[src/rtl/seq_prefix_addsub_pkg.sv]
// Shared types and elaboration helpers for the sliced prefix adder/subtractor.
package seq_prefix_addsub_pkg;

  // Controller states.
  typedef enum logic [1:0] {
    ST_IDLE = 2'd0,
    ST_RUN  = 2'd1,
    ST_DONE = 2'd2
  } state_t;

  // Width of the slice index: ceil(log2(nchunk)), never less than 1.
  function automatic int idx_width(input int nchunk);
    int r;
    r = 1;
    while ((1 << r) < nchunk) r++;
    return r;
  endfunction

  // True when the operand width splits into whole slices.
  function automatic bit width_ok(input int width, input int chunk);
    return (chunk > 0) && (width >= chunk) && ((width % chunk) == 0);
  endfunction

  // Black-cell merge of a high group (gh, ph) over a lower group (gl, pl).
  function automatic logic [1:0] gp_merge(input logic gh, input logic ph,
                                          input logic gl, input logic pl);
    return {gh | (ph & gl), ph & pl};
  endfunction

endpackage

[src/rtl/seq_prefix_addsub_gp_prefix.sv]
// Combinational inclusive prefix G/P network over one slice.
// grp_g[i]/grp_p[i] are the group generate/propagate of bits 1..i.
// Built as a recursive divide-and-conquer (Sklansky-style) tree: the lower
// half's top group is broadcast across every bit of the upper half.
module gp_prefix_chunk
  import seq_prefix_addsub_pkg::*;
#(
  parameter int CHUNK = 8
) (
  input  logic [CHUNK:1] p,
  input  logic [CHUNK:1] g,
  output logic [CHUNK:1] grp_p,
  output logic [CHUNK:1] grp_g
);

  generate
    if (CHUNK == 1) begin : g_leaf
      assign grp_p = p;
      assign grp_g = g;
    end else begin : g_split
      localparam int LO = CHUNK / 2;
      localparam int HI = CHUNK - LO;

      logic [LO:1] lo_p;
      logic [LO:1] lo_g;
      logic [HI:1] hi_p;
      logic [HI:1] hi_g;

      gp_prefix_chunk #(.CHUNK(LO)) u_lo (
        .p     (p[LO:1]),
        .g     (g[LO:1]),
        .grp_p (lo_p),
        .grp_g (lo_g)
      );

      gp_prefix_chunk #(.CHUNK(HI)) u_hi (
        .p     (p[CHUNK:LO+1]),
        .g     (g[CHUNK:LO+1]),
        .grp_p (hi_p),
        .grp_g (hi_g)
      );

      assign grp_p[LO:1] = lo_p;
      assign grp_g[LO:1] = lo_g;

      // Fold the lower half's full-span group into each upper-half prefix.
      always_comb begin
        for (int i = 1; i <= HI; i++) begin
          {grp_g[LO+i], grp_p[LO+i]} = gp_merge(hi_g[i], hi_p[i], lo_g[LO], lo_p[LO]);
        end
      end
    end
  endgenerate

endmodule

[src/rtl/seq_prefix_addsub.sv]
// Multi-cycle WIDTH-bit add/subtract, one CHUNK-bit slice per cycle through a
// shared prefix network, with a registered carry between slices.
//
//   state   | meaning
//   --------+-----------------------------------------------------------
//   ST_IDLE | ready for operands; result registers hold the last result
//   ST_RUN  | computing slice idx (LSB first), carry chained in register
//   ST_DONE | result valid, held stable until out_ready
module seq_prefix_addsub
  import seq_prefix_addsub_pkg::*;
#(
  parameter int WIDTH = 32,
  parameter int CHUNK = 8
) (
  input  logic             clk,
  input  logic             rst,
  input  logic             in_valid,
  output logic             in_ready,
  input  logic [WIDTH-1:0] a,
  input  logic [WIDTH-1:0] b,
  input  logic             sub,
  output logic             out_valid,
  input  logic             out_ready,
  output logic [WIDTH-1:0] sum,
  output logic             cout,
  output logic             ovf
);

  localparam int NCHUNK = WIDTH / CHUNK;
  localparam int IDXW   = idx_width(NCHUNK);
  localparam logic [IDXW-1:0] LAST_IDX = IDXW'(NCHUNK - 1);

  generate
    if (!width_ok(WIDTH, CHUNK)) begin : g_bad_cfg
      $error("seq_prefix_addsub: WIDTH must be a positive multiple of CHUNK");
    end
  endgenerate

  state_t          state;
  logic [IDXW-1:0] idx;
  logic            carry;
  logic [WIDTH-1:0] a_q;
  logic [WIDTH-1:0] b_q;
  logic [WIDTH-1:0] sum_q;
  logic            cout_q;
  logic            ovf_q;

  int              lsb;
  logic [CHUNK:1]  p;
  logic [CHUNK:1]  g;
  logic [CHUNK:1]  grp_p;
  logic [CHUNK:1]  grp_g;
  logic [CHUNK:1]  c;
  logic [CHUNK:1]  sum_k;
  logic            carry_next;
  logic            c_msb;

  assign in_ready  = (state == ST_IDLE) && !rst;
  assign out_valid = (state == ST_DONE);
  assign sum       = sum_q;
  assign cout      = cout_q;
  assign ovf       = ovf_q;

  // Select the current slice of the latched operands.
  always_comb begin
    lsb = int'(idx) * CHUNK;
    p   = a_q[lsb +: CHUNK] ^ b_q[lsb +: CHUNK];
    g   = a_q[lsb +: CHUNK] & b_q[lsb +: CHUNK];
  end

  gp_prefix_chunk #(.CHUNK(CHUNK)) u_prefix (
    .p     (p),
    .g     (g),
    .grp_p (grp_p),
    .grp_g (grp_g)
  );

  // Turn prefix groups plus the incoming slice carry into per-bit carries.
  always_comb begin
    c    = '0;
    c[1] = carry;
    for (int i = 2; i <= CHUNK; i++) begin
      c[i] = grp_g[i-1] | (grp_p[i-1] & carry);
    end
    sum_k      = p ^ c;
    carry_next = grp_g[CHUNK] | (grp_p[CHUNK] & carry);
    c_msb      = c[CHUNK];
  end

  // Sequencer: latch operands, walk the slices, then hold the result.
  always_ff @(posedge clk) begin
    if (rst) begin
      state  <= ST_IDLE;
      idx    <= '0;
      carry  <= 1'b0;
      a_q    <= '0;
      b_q    <= '0;
      sum_q  <= '0;
      cout_q <= 1'b0;
      ovf_q  <= 1'b0;
    end else begin
      case (state)
        ST_IDLE: begin
          if (in_valid) begin
            a_q   <= a;
            b_q   <= b ^ {WIDTH{sub}};
            carry <= sub;
            idx   <= '0;
            state <= ST_RUN;
          end
        end
        ST_RUN: begin
          sum_q[lsb +: CHUNK] <= sum_k;
          carry               <= carry_next;
          if (idx == LAST_IDX) begin
            cout_q <= carry_next;
            ovf_q  <= c_msb ^ carry_next;
            state  <= ST_DONE;
          end else begin
            idx <= idx + 1'b1;
          end
        end
        ST_DONE: begin
          if (out_ready) state <= ST_IDLE;
        end
        default: state <= ST_IDLE;
      endcase
    end
  end

endmodule

[config.mk]
export PLATFORM = sky130hd
export DESIGN_NAME = seq_prefix_addsub
export DESIGN_NICKNAME = d
export VERILOG_FILES = /design/src/rtl/seq_prefix_addsub_pkg.sv /design/src/rtl/seq_prefix_addsub_gp_prefix.sv /design/src/rtl/seq_prefix_addsub.sv
export SDC_FILE = /design/constraint.sdc
export NUM_CORES = 1
export LEC_CHECK = 0
export ABC_AREA = 1
export CORE_MARGIN = 2
export CORE_UTILIZATION = 44
export DETAILED_ROUTE_END_ITERATION = 10
export PLACE_DENSITY = 0.77
export SYNTH_ARGS = -nofsm -noshare
export SYNTH_HDL_FRONTEND = slang
export SYNTH_SLANG_ARGS = --single-unit
[constraint.sdc]
create_clock -name clk -period 7.18 [get_ports clk]
set_input_delay 1.436 -clock clk [delete_from_list [all_inputs] [get_ports clk]]
set_output_delay 1.436 -clock clk [all_outputs]
set_load 0.005 [all_outputs]
==> flow_metrics.py, run 1 <==
metrics = {
    "detailed_routing": {
        "ant_nets": 0,
        "drc_errors": 0,
        "wl_per_cell_um": 13.69,
        "viasPerCell": 5.197,
        "wirelength_um": 11800,
        "drt_iter0_drc": 278,
        "vias": 4480,
        "drtPass1Iterations": 5,
    },
    "critical_path": {
        "worst_ep_required_time_ns": 5.74,
        "crit_path_end": "in_ready",
        "critPathLaunch": "rst",
        "critPathBufInv": 3,
        "worstPathArrival_ns": 2.61,
        "crit_cells": 4,
        "reg2reg_from": "idx[1]$_SDFFE_PP0P_",
        "cp_max_fo": 69,
        "rrSetupSlack_ns": 3.81,
        "reg2regPathDepth": 12,
        "path_class": "input pin to output pin",
        "reg2reg_to": "sum[13]$_SDFFE_PP0P_",
        "start_kind": "input pin",
        "slowest_stage": "buf_4",
        "slowest_delay_ns": 0.53,
        "worstPathCellList": "buf_2 -> buf_4 -> nor3_1 -> clkdlybuf4s50_1",
        "cp_top_family": "buffers and inverters",
        "end_kind": "output pin",
    },
    "timing": {
        "fmax_mhz": 247.3,
        "rsz0062_at_grt": "false",
        "maxSlewHeadroom_pct": 35.37,
        "clock_skew_ns": 0.01444,
        "hold_viol": 0,
        "fin_crit_sh_pct": 56.31,
        "worstMarginPinSlew_ns": 0.9671,
        "tns_ns": 0,
        "finalSetupViolations": 0,
        "fin_crit_ns": 4.043,
        "drv_slew": 0,
        "whs_ns": 0.4727,
    },
    "cts": {
        "postCtsResizedCells": 0,
        "postCtsSetupBuffers": 0,
        "path_clk_slew_ns": 0.10,
        "clk_latency_ns": 0.37,
        "cts_buffer_depth": 2,
        "cts_tree": "yes",
        "cts_made_buffers": 9,
        "cts.sinks": 103,
        "clock-root-buffer": "clkbuf_8",
        "ctsHoldBuffers": 0,
        "h-tree-depth": 3,
    },
    "synthesis": {
        "yosysSeqAreaShare_pct": 42.50,
        "syn_nets": 723,
        "synthArstFlopShare_pct": 0,
        "synth_ff_type": "dfxtp_1",
        "synth_edf_count": 0,
        "syn-mean-instance-area_um2": 7.593,
        "synth.cell_area_um2": 4852,
        "ys_ff_latch": 103,
        "ys_warn_count": 0,
        "synth_cells": 639,
        "ys_types": 35,
    },
    "global_route": {
        "grt_use_met2_pct": 34.65,
        "grt_pass1_wl_um": 19520,
        "antenna_found_initial": 0,
        "top_usage_layer": "met2",
        "met1_usage_pct": 26.63,
        "gr-total-overflow": 0,
        "grt_use_total_pct": 20.59,
        "grt_pass1_vias": 4225,
        "grt_max_degree": 75,
        "grtUsageMet3_pct": 2.989,
    },
    "finish": {
        "drive_above_1_share_pct": 5.817,
        "final_nets": 801,
        "antenna_cells": 0,
        "fin_cells": 862,
        "finalCoreUtilization_pct": 56.68,
        "n_fill_cell": 998,
        "area_growth_pct": 26.07,
        "multi_input_comb_area_um2": 2519,
        "final-seq-area_um2": 2062,
    },
    "power": {
        "power_density_nw_per_um2": 223.6,
        "finalPower_mw": 1.368,
        "vdd_drop_max_mv": 0.1050,
        "leakagePower_nw": 2.316,
    },
    "floorplanning": {
        "die_h_um": 109.0,
        "rows": 38,
        "die_x_um": 109.0,
        "core-area_um2": 10790,
        "start_util_pct": 44.96,
        "pin_count": 105,
        "die-area_um2": 11880,
    },
    "job": {
        "cap_viol_max_count": 0,
    },
    "hold_path": {
        "min_path_type": "flop to flop",
    },
    "status": {
        "status": "finished clean",
    },
    "placed_design": {
        "port_buffers": 104,
        "place_inst": 846,
        "place_hpwl_um": 8632,
        "routabilityCongestion": 0.9447,
    },
}
layer usage:
layer / vias to the layer above / part of all wire, %
met5: - / 0
met4: 0 / 2.2
met3: 23 / 5.4
met2: 166 / 48
met1: 2009 / 44
li1: 2282 / -
area by class of cell:
type | count | area share (%)
multi-input combinational | 470 | 41.17
sequential | 103 | 33.71
timing repair buffer | 108 | 17.35
tap | 140 | 2.864
clock buffer | 10 | 2.250
inverter | 25 | 1.534
clock inverter | 6 | 1.125
cell families after synthesis:
logic type               after synthesis  synth area share, %
AO/OA/AOI/OAI                        159                18.85
adder cells (fa/ha/maj)               15                4.023
buffers and inverters                 66                5.596
XOR/XNOR                              33                5.957
flip-flops                           103                42.50
AND/OR/NAND/NOR                      263                23.08
worst min path at each step:
stage                         start                    to  slack (ns)  cells past startpoint
6_report       sum[11]$_SDFFE_PP0P_  sum[11]$_SDFFE_PP0P_        0.47                      2
5_1_grt        sum[11]$_SDFFE_PP0P_  sum[11]$_SDFFE_PP0P_        0.49                      2
4_1_cts        sum[15]$_SDFFE_PP0P_  sum[15]$_SDFFE_PP0P_        0.47                      2
3_5_place_dp   sum[11]$_SDFFE_PP0P_  sum[11]$_SDFFE_PP0P_        0.46                      2
3_3_place_gp   sum[11]$_SDFFE_PP0P_  sum[11]$_SDFFE_PP0P_        0.46                      2
2_1_floorplan  a_q[10]$_SDFFE_PP0P_  a_q[10]$_SDFFE_PP0P_        0.45                      2
state kept, by name, summed over array words and instances, names as in the netlist:
signal,flops
sum,32
b_q,32
idx,2
cout,1
ovf,1
a_q,32
state,2
carry,1
tightest hold or removal path, delay by kind of cell (launching register included):
family	cells	cell delay, ns
flops	1	0.32
compound gates	1	0.05
simple gates	1	0.06
synth_stat cells, types with 2 or more instances:
cell	n	area, um^2
inv_2	2	7.510
a22oi_1	3	22.52
a211oi_1	32	240.2
a21oi_1	34	170.2
nand3_1	19	95.09
xnor2_1	33	289.0
ha_1	14	175.2
nor2_2	3	18.77
clkbuf_1	21	78.83
dfxtp_1	103	2062
nand4_1	5	31.28
nand2_2	3	18.77
buf_2	16	80.08
a31oi_1	2	12.51
inv_1	23	86.33
or2_2	2	12.51
o21ai_0	69	345.3
nand3_2	2	20.02
nor3_1	3	15.01
buf_1	3	11.26
o22ai_1	16	100.1
nor2_1	146	548.0
nand2_1	73	274.0
cells in the final DEF, fill, tap and decap left out, types with 2 or more instances in the layout:
master,netlist,routed
dfxtp_1,103,103
nor2_2,3,3
nand2_1,73,73
ha_1,14,14
inv_1,23,23
a22oi_1,3,3
nand2_2,3,3
nand3_2,2,2
clkbuf_8,0,10
buf_2,16,2
nand4_1,5,5
nor3_1,3,3
a21oi_1,34,34
inv_2,2,2
clkdlybuf4s50_1,0,102
o21ai_0,69,69
or2_2,2,2
clkinvlp_4,0,3
a31oi_1,2,2
xnor2_1,33,33
nand3_1,19,19
nor2_1,146,146
buf_4,1,4
o22ai_1,16,16
a211oi_1,32,32
power by group:
part           internal (mW)  switching (mW)  leakage [nW]
clock                  0.172           0.199        0.0964
sequential             0.610          0.0245         0.846
combinational          0.146           0.216          1.37
total                  0.928           0.440          2.32
per-stage QoR:
stage                     cell area (um^2)  setup WS, ns
after floorplan                       4852         3.775
after global placement                5911         3.142
after detailed placement              5911         3.107
after CTS                             6117         3.119
after global routing                  6117         3.022
final                                 6117         3.137
(Power assumes the default switching activity.)
==> run 2: changes to the inputs <==
Clock period 7.18 ns to 4.2 ns, I/O delays scaled along.
==> flow_metrics.py, run 2 (synthesis gave the netlist of run 1 again) <==
metrics = {
    "cts": {
        "ctsHoldBuffers": 0,
        "cts.sinks": 103,
        "cts_tree": "yes",
        "cts_buffer_depth": 2,
        "cts_made_buffers": 9,
        "h-tree-depth": 3,
        "postCtsSetupBuffers": 0,
        "clk_latency_ns": 0.37,
        "clock-root-buffer": "clkbuf_8",
        "postCtsResizedCells": 0,
        "path_clk_slew_ns": 0.10,
    },
    "critical_path": {
        "slowest_stage": "inv_1",
        "cp_max_fo": 35,
        "cp_top_family": "compound AO/OA/AOI/OAI gates",
        "critPathBufInv": 1,
        "worstPathCellList": "inv_1 -> o21ai_0 -> o22ai_1 -> ha_1 -> nand2_1 -> nand2_1 -> a21oi_2 -> nand3_1 -> nand2_1 -> nand2_1 -> nor2_2 -> nand3_1 -> a21oi_1",
        "worstPathArrival_ns": 3.23,
        "slowest_delay_ns": 0.68,
        "crit_top_cell": "nand2_1",
        "end_kind": "flop",
        "start_kind": "flop",
        "worst_ep_required_time_ns": 4.50,
        "path_class": "flop to flop",
    },
    "power": {
        "leakagePower_nw": 2.308,
        "vdd_drop_max_mv": 0.1567,
        "finalPower_mw": 2.252,
        "power_density_nw_per_um2": 369.1,
    },
    "global_route": {
        "met1_usage_pct": 25.95,
        "gr-total-overflow": 0,
        "grt_pass1_wl_um": 19280,
        "grt_use_met2_pct": 33.90,
        "top_usage_layer": "met2",
        "grt_use_total_pct": 20.61,
        "grt_pass1_vias": 4187,
        "grtUsageMet3_pct": 3.885,
        "antenna_found_initial": 0,
        "grt_max_degree": 69,
    },
    "job": {
        "cap_viol_max_count": 0,
    },
    "finish": {
        "final_common_cell": "nor2_1",
        "antenna_cells": 0,
        "area_growth_pct": 25.71,
        "final_nets": 804,
        "drive_above_1_share_pct": 5.793,
        "mostFrequentLayoutCells": "nor2_1 (146), dfxtp_1 (103), clkdlybuf4s50_1 (102)",
    },
    "detailed_routing": {
        "wl_per_cell_um": 13.85,
        "viasPerCell": 5.195,
        "ant_nets": 0,
        "vias": 4494,
        "drt_iter0_drc": 246,
        "drc_errors": 0,
        "wirelength_um": 11980,
        "drtPass1Iterations": 5,
    },
    "floorplanning": {
        "die-area_um2": 11880,
        "core-area_um2": 10790,
        "rows": 38,
        "start_util_pct": 44.96,
        "die_x_um": 109.0,
        "pin_count": 105,
        "die_h_um": 109.0,
    },
    "timing": {
        "fmax_mhz": 340.7,
        "rsz0062_at_grt": "false",
        "finalSetupViolations": 0,
        "drv_slew": 0,
        "fin_crit_sh_pct": 69.89,
        "tns_ns": 0,
        "worstMarginPinSlew_ns": 0.9537,
        "fin_crit_ns": 2.936,
        "hold_viol": 0,
        "clock_skew_ns": 0.01216,
        "layout_setup_ws_ns": 1.265,
        "maxSlewHeadroom_pct": 36.35,
    },
    "placed_design": {
        "port_buffers": 104,
        "place_hpwl_um": 8915,
        "routabilityCongestion": 0.9213,
        "dp_slack_ns": 1.309,
    },
    "hold_path": {
        "min_path_type": "flop to flop",
    },
    "status": {
        "status": "finished clean",
    },
}
[run 2: cell types whose count changed in the layout (fill, tap and decap cells not counted)]
cell | before | now
bufinv_16 | 1 | 0
inv_6 | 0 | 1
clkbuf_1 | 0 | 3
inv_8 | 1 | 0
buf_4 | 4 | 7
clkbuf_8 | 10 | 9
clkinv_2 | 1 | 0
[run 2: power breakdown]
group / internal, mW / total [mW] / switching, mW
Clock: 0.218 / 0.548 / 0.329
Combinational: 0.253 / 0.624 / 0.371
Sequential: 1.04 / 1.08 / 0.0377
Total: 1.51 / 2.25 / 0.738
[run 2: worst paths after layout]
path                             start                    to  slack, ns  cells past startpoint
setup reg to reg   idx[0]$_SDFFE_PP0P_  sum[31]$_SDFFE_PP0P_       1.26                     13
hold / removal    sum[19]$_SDFFE_PP0P_  sum[19]$_SDFFE_PP0P_       0.47                      2
hold reg to reg   sum[19]$_SDFFE_PP0P_  sum[19]$_SDFFE_PP0P_       0.47                      2
setup / recovery   idx[0]$_SDFFE_PP0P_  sum[31]$_SDFFE_PP0P_       1.26                     13
[run 2: cell type report]
type,count,area [um^2]
Fill cell,991,4693
Multi-Input combinational cell,470,2519
Sequential cell,103,2062
Timing Repair Buffer,111,1084
Tap cell,140,175.2
Clock buffer,12,135.1
Inverter,25,93.84
Clock inverter,4,31.28
[run 2: worst min-delay path: stages (launching register included)]
cell     delay [ns]
dfxtp_1        0.32
nand2_1        0.06
a21oi_1        0.05
[run 2: metrics by stage]
stage                     cell area, um^2  util, %  cells  hold slack (ns)
after detailed placement             5933    54.97    849           0.4558
after CTS                            6100    56.52    865           0.4692
final                                6100    56.52    865           0.4687
after floorplan                      4852        -    639           0.4495
after global routing                 6100    56.52    865           0.4852
after global placement               5933    54.97    849           0.4539
[run 2: routing by layer]
layer | share of wire, % | vias to the layer above
li1 | - | 2291
met1 | 45 | 2039
met2 | 46 | 133
met3 | 5.6 | 31
met4 | 3.3 | 0
met5 | 0 | -
